--- src/rtl/rv_skid_stage.sv ---
// rv_skid_stage: valid/ready register stage with a one-entry skid buffer.
// Forward (data/valid) and backward (ready) paths are both registered, so
// in_ready never depends combinationally on out_ready.
// Optional build macro RV_SKID_STALL_CNT_EN adds a 16-bit saturating
// stall_cnt output counting cycles with out_valid=1 and out_ready=0.
module rv_skid_stage #(
    parameter int unsigned WIDTH = 17
) (
    input  logic             clk,
    input  logic             rst,
    input  logic             flush,
    input  logic             in_valid,
    output logic             in_ready,
    input  logic [WIDTH-1:0] in_data,
    output logic             out_valid,
    input  logic             out_ready,
    output logic [WIDTH-1:0] out_data
`ifdef RV_SKID_STALL_CNT_EN
    ,
    output logic [15:0]      stall_cnt
`endif
);

    typedef enum logic [1:0] {
        EMPTY = 2'd0,
        ONE   = 2'd1,
        FULL  = 2'd2
    } state_t;

    state_t           state_q, state_d;
    logic [WIDTH-1:0] main_data_q, main_data_d;
    logic [WIDTH-1:0] skid_data_q, skid_data_d;
    logic             in_fire;
    logic             out_fire;

    assign out_valid = (state_q != EMPTY);
    assign in_ready  = (state_q != FULL);
    assign out_data  = main_data_q;

    assign in_fire  = in_valid & in_ready;
    assign out_fire = out_valid & out_ready;

    // Next-state and data-load selection; flush overrides the handshake
    // but leaves the data registers untouched.
    always_comb begin
        state_d     = state_q;
        main_data_d = main_data_q;
        skid_data_d = skid_data_q;
        if (flush) begin
            state_d = EMPTY;
        end else begin
            unique case (state_q)
                EMPTY: begin
                    if (in_fire) begin
                        main_data_d = in_data;
                        state_d     = ONE;
                    end
                end
                ONE: begin
                    if (in_fire && out_fire) begin
                        main_data_d = in_data;
                    end else if (out_fire) begin
                        state_d = EMPTY;
                    end else if (in_fire) begin
                        skid_data_d = in_data;
                        state_d     = FULL;
                    end
                end
                FULL: begin
                    if (out_fire) begin
                        main_data_d = skid_data_q;
                        state_d     = ONE;
                    end
                end
                default: begin
                    state_d = EMPTY;
                end
            endcase
        end
    end

    // State and data registers with synchronous reset.
    always_ff @(posedge clk) begin
        if (rst) begin
            state_q     <= EMPTY;
            main_data_q <= '0;
            skid_data_q <= '0;
        end else begin
            state_q     <= state_d;
            main_data_q <= main_data_d;
            skid_data_q <= skid_data_d;
        end
    end

`ifdef RV_SKID_STALL_CNT_EN
    logic [15:0] stall_cnt_q, stall_cnt_d;

    assign stall_cnt = stall_cnt_q;

    // Saturating stall counter; only rst clears it, flush does not.
    always_comb begin
        stall_cnt_d = stall_cnt_q;
        if (out_valid && !out_ready && (stall_cnt_q != 16'hFFFF)) begin
            stall_cnt_d = stall_cnt_q + 16'd1;
        end
    end

    // Stall counter register.
    always_ff @(posedge clk) begin
        if (rst) begin
            stall_cnt_q <= '0;
        end else begin
            stall_cnt_q <= stall_cnt_d;
        end
    end
`else
    // No stall counter in this build.
`endif

endmodule

--- config.mk ---
export PLATFORM = sky130hd
export DESIGN_NAME = rv_skid_stage
export DESIGN_NICKNAME = d
export VERILOG_FILES = /design/src/rtl/rv_skid_stage.sv
export SDC_FILE = /design/constraint.sdc
export NUM_CORES = 1
export LEC_CHECK = 0
export BUFFER_PORTS_ARGS = -buffer_cell sky130_fd_sc_hd__buf_2
export CORE_MARGIN = 1.5
export CORE_UTILIZATION = 55
export DETAILED_ROUTE_END_ITERATION = 6
export PLACE_DENSITY = 0.82
export SYNTH_ARGS = -nofsm -noshare
export SYNTH_HDL_FRONTEND = slang
export SYNTH_SLANG_ARGS = --single-unit
--- constraint.sdc ---
create_clock -name clk -period 4.1 [get_ports clk]
set_clock_uncertainty 0.1 [all_clocks]
set_input_delay 0.82 -clock clk [delete_from_list [all_inputs] [get_ports clk]]
set_output_delay 0.82 -clock clk [all_outputs]
set_load 0.1 [all_outputs]
; ---- Yosys cells after proc, flatten, opt, wreduce, memory -nomap -nowiden
; Index checks and enable logic that the tools add are counted.
[word_totals]
regBits = 36
latch_bits = 0
mem_bits_rw = 0
romBits = 0
elab_cells = 34
memories = 0
[op_classes]
addsub = 0
n_mul = 0
div_mod_pow = 0
magnitude_cmp = 0
eq_ne = 8
n_shift = 0
mux = 10
n_bitwise = 5
n_reduce_logical = 8
[ops]
columns = cell, n
row1 = $mux 17, 3
row2 = $pmux 17 s3, 1
row3 = $mux 2, 5
row4 = $ne 2x2->1 const B, 5
row5 = $reduce_and 5->1, 2
row6 = $pmux 2 s3, 1
row7 = $reduce_and 4->1, 1
row8 = $ne 3x3->1 const B, 1
row9 = $not 1->1, 3
row10 = $reduce_bool 3->1, 1
row11 = $and 1x1->1, 2
row12 = $eq 2x1->1 const B, 1
row13 = $eq 2x2->1 const B, 1
row14 = $logic_not 2->1, 1
row15 = $reduce_bool 2->1, 1
row16 = $reduce_or 2->1, 1
row17 = $logic_and 1x1->1, 1

; ---- Longest topological paths before layout
[logic_depth]
word_depth = 6
ltp_mapped = 6

; ---- Worst setup path before layout
; OpenSTA, ideal clock, no wires.
[synth_path]
kind = in2reg
start = input in_valid
end = register skid_data_q[0]
t_arrival_ns = 1.770
path_slack_ns = 2.103
cell_stages = 6
path_cell_list = nor2b_2 > nor3b_1 > buf_4 > buf_6 > mux2i_1 > nor2_1
[synth_between]
elab_chain_len = 4
[synth_rtl]
columns = element, line
row1 = from (decl), 12  ; input logic in_valid,
row2 = $and 1x1->1 (*), 40  ; assign in_fire = in_valid & in_ready;
row3 = $logic_and 1x1->1, 60  ; if (in_fire && out_fire) begin
row4 = $not 1->1 (no source line), --
row5 = $reduce_and 5->1 (no source line) (*), --
row6 = to (signal assigned), 91  ; skid_data_q <= skid_data_d;
row7 = to (decl), 32  ; logic [WIDTH-1:0] skid_data_q, skid_data_d;
; Every way passes the cells marked *; elsewhere a longest branch is shown, timed or not.
; A chain may end at the register's enable or synchronous reset.

; ---- Final worst setup path
[layout_path]
start = register state_q[0]
end = output in_ready
[layout_between]
elab_chain_len = 1
[layout_rtl]
columns = element, line
row1 = from (decl), 30  ; state_t state_q, state_d;
row2 = from (signal assigned), 89  ; state_q <= state_d;
row3 = $ne 2x2->1, 37  ; assign in_ready = (state_q != FULL);
row4 = to (decl), 13  ; output logic in_ready,
; No other way between the ends.

==> results list <==
* Dominant cells by area after synthesis: sky130_fd_sc_hd__dfxtp_1, sky130_fd_sc_hd__mux2i_1, sky130_fd_sc_hd__or3_1
* Actual transition at the worst max-transition pin: 1130 ps
- Ratio of total power to cell area: 380 nW/µm²
* Tightest Hold Check Type: reg -> reg
- Register bit total from synthesis: 36
- Arrival @ worst endpoint: 1690 ps
- Vias in the first global route: 1188
- For the final routed database, the setup TNS stands at 0 ps.
- Of the total synthesized cell area, the portion taken by AND, OR, NAND and NOR gates is 0.142.
- Largest area contributor in the netlist: sky130_fd_sc_hd__dfxtp_1
- Share of cells above drive strength 1: 0.262
- Clock Latency Late Sink: 340 ps
* Post-DP Area: 1760 µm²
- Of all flip-flops after synthesis, the portion carrying an async set or reset was 0.
* Count leader, synth: sky130_fd_sc_hd__dfxtp_1
- The first global-routing pass estimated 5200 µm of wire.
* Final Max Tran Viols: 0
* Die area: 3230 µm²
* GR met3 Demand/Resource: 0.0760
* Dominant combinational cell family by area after synthesis: multiplexers
* Number of nets in the final layout: 223
- Fraction of the mapped netlist area in compound gates: 0.132
* Number of enable-type register cells in the synthesized netlist: 0
- I/O pin cnt: 41
- Worst EP required: 3180 ps
- Measured against the total synthesized area, the mux share comes to 0.214.
- Total iterations of the first detailed-routing run: 4
- Period Utilization, post-route: 0.637
* Crit Path Category: reg -> out
* Combinational share of power: 0.185
- STA classifies the critical path endpoint as an output port.
- Of the post-synthesis cell area, the dominant cell type holds 0.452.
- Initial antenna violation count: 0
- For met2 alone, demand over resource in global routing was 0.347.
- Sequential power share: 0.530
- Routed vias/inst: 5.61
- Clock tree synthesis selected as its root buffer the cell sky130_fd_sc_hd__clkbuf_4.
* Gr busiest metal: met2
- Of the total power, the share spent switching nets is 0.313.
- Quantity of gates resized following cts: 0
- Of all nets on the critical path, the largest fanout is 19.
- The number of nets in the synthesized netlist is 189.
- The area growth from synthesis to layout is 14.0%.
* Number of input and output port buffers inserted: 40
- Post-route ant nets: 0
- The worst path in the final design needs a cycle of 2610 ps, including I/O delays and setup.
* Leakage power figure: 0.829 nW
- Entering global routing, the biggest net connects 38 pins.
- The worst setup path is launched from a flip-flop.
- Design Area, Final: 1820 µm²
* Worst slew margin relative to its limit: 0.247
- Counting the buffers created by CTS gives 5.
* Net switching component of the power: 0.216 mW
- For this block, the initial DRC count from the detailed router was 42.
* Synth top cells by count: sky130_fd_sc_hd__dfxtp_1, sky130_fd_sc_hd__mux2i_1, sky130_fd_sc_hd__a21oi_1, sky130_fd_sc_hd__nor2_1, sky130_fd_sc_hd__or3_1
- Number of clock sinks: 36
- Hold slack: 378 ps
- Fraction of met1 tracks used by global routing: 0.255
- DR DRC count: 0
- Across every metal layer, demand over resource in global routing totals 0.212.
- The final layout contains routed wiring with a total length of 3210 µm.
- Cell area after synthesis: 1590 µm²
* Standard-cell rows: 19
* DP HPWL: 2150 µm
* Number of H-tree levels: 2
- Number of warnings reported in the yosys synthesis log: 0
- CTS Hold Bufs: 0
- In the final routed layout, each cell accounts on average for 13.8 µm.
- The share of total power dissipated in the clock network is 0.285.
- Primary flip-flop cell chosen by synthesis mapping: sky130_fd_sc_hd__dfxtp_1
* RSZ-0062 raised after global routing: false
- The congestion estimate from routability-driven global placement came to 0.667.
- Adder-cell area share of the yosys netlist: 0
- Number of buffers added for setup after CTS: 0
- Across the run, the number of max-cap violations was 0.
* Starting utilization of the core area: 0.578
- Clock slew at reported path FFs: 110 ps
- Static timing analysis puts the maximum clock frequency at 383 MHz.
* P_int: 0.474 mW
* Xor/xnor share of the synthesized area: 0
* TritonCTS clock tree: yes
- Synthesis handed over a netlist of 167 instances.
- The total area inside the core boundary comes to 2760 µm².
- Antenna diode instance count: 0
- The final hold violation count was 0.
- The run finished with clean final reports.
* Worst ir drop on vdd: 314 µV
- After global routing the overflow that remains totals 0.
- In this run the deepest clock path goes through 2 buffers.
- In this run the mean area of a mapped cell was 9.54 µm².
- Horizontal die dimension: 56.8 µm
- Summing over every cut layer, the via total after detailed routing is 1307.
- Setup violations, final: 0
* Count of different cell masters after synthesis: 23
- Post-synthesis sequential area ratio: 0.452
- Height of the die: 56.8 µm
[flip-flops by register name, summed over array words and instances (netlist names)]
name	cells
state_q	2
out_data	17
skid_data_q	17
[cell type report]
class | instances | area, µm²
fillers | 238 | 942
clock buffers | 8 | 58.8
multi-input cells | 116 | 782
repair buffers | 42 | 215
flip-flops and latches | 36 | 721
well taps | 31 | 38.8
[worst max-delay path, cell delays in order (launching register included)]
cell and delay, ps:
sky130_fd_sc_hd__dfxtp_1 420, sky130_fd_sc_hd__nand2b_1 130, sky130_fd_sc_hd__buf_4 300, sky130_fd_sc_hd__buf_2 490
[cells by family after synthesis]
kind of cell / count (synthesis)
AO/OA/AOI/OAI: 39
flip-flops: 36
multiplexers: 34
AND/OR/NAND/NOR: 43
buffers and inverters: 15
[worst paths after layout]
kind	startpoint	endpoint	slack, ps	depth (start not counted)
hold reg to reg	out_data[10]$_SDFFE_PP0P_	out_data[10]$_SDFFE_PP0P_	380	2
hold / removal	out_data[10]$_SDFFE_PP0P_	out_data[10]$_SDFFE_PP0P_	380	2
setup / recovery	state_q[0]$_SDFFE_PP0P_	in_ready	1490	3
setup reg to reg	state_q[0]$_SDFFE_PP0P_	out_data[8]$_SDFFE_PP0P_	2060	4
[layer usage]
metal	part of all wire	routed length [µm]	vias to the layer above
li1	-	-	659
met5	0	0	-
met4	0.019	60	0
met3	0.051	165	9
met2	0.49	1580	39
met1	0.44	1410	600
[metrics by stage]
step                      setup WS [ps]   util  instances  total power [mW]
after CTS                          1470  0.658        233             0.693
after global placement             1630  0.637        225             0.496
after floorplan                    2100      -        167             0.474
after global routing               1380  0.658        233             0.719
after detailed placement           1480  0.637        225             0.501
final                              1490  0.658        233             0.689
[power by group through the flow]
stage          registers (mW)  clock network [mW]  logic (mW)
2_1_floorplan           0.430                   0      0.0441
3_3_place_gp            0.372                   0       0.124
3_5_place_dp            0.373                   0       0.128
4_1_cts                 0.365               0.201       0.128
5_1_grt                 0.367               0.218       0.134
6_report                0.365               0.196       0.128
[placed cells by master, fill, tap and decap left out]
cell type,n
sky130_fd_sc_hd__nor2_1,17
sky130_fd_sc_hd__a21oi_2,1
sky130_fd_sc_hd__nand2b_1,2
sky130_fd_sc_hd__buf_2,40
sky130_fd_sc_hd__or2_2,1
sky130_fd_sc_hd__o21ai_0,15
sky130_fd_sc_hd__nand2_1,2
sky130_fd_sc_hd__clkbuf_4,5
sky130_fd_sc_hd__clkbuf_8,1
sky130_fd_sc_hd__nor2b_2,1
sky130_fd_sc_hd__dfxtp_1,36
sky130_fd_sc_hd__a21oi_1,18
sky130_fd_sc_hd__o21ai_1,2
sky130_fd_sc_hd__o21a_1,1
sky130_fd_sc_hd__mux2i_1,34
sky130_fd_sc_hd__or3_1,17
sky130_fd_sc_hd__and3b_1,1
sky130_fd_sc_hd__clkbuf_1,2
sky130_fd_sc_hd__nor3_1,1
sky130_fd_sc_hd__nor3b_2,1
sky130_fd_sc_hd__buf_4,2
sky130_fd_sc_hd__a2111oi_0,1
sky130_fd_sc_hd__o22a_2,1
Note: power is estimated with default switching activity, not from simulation.
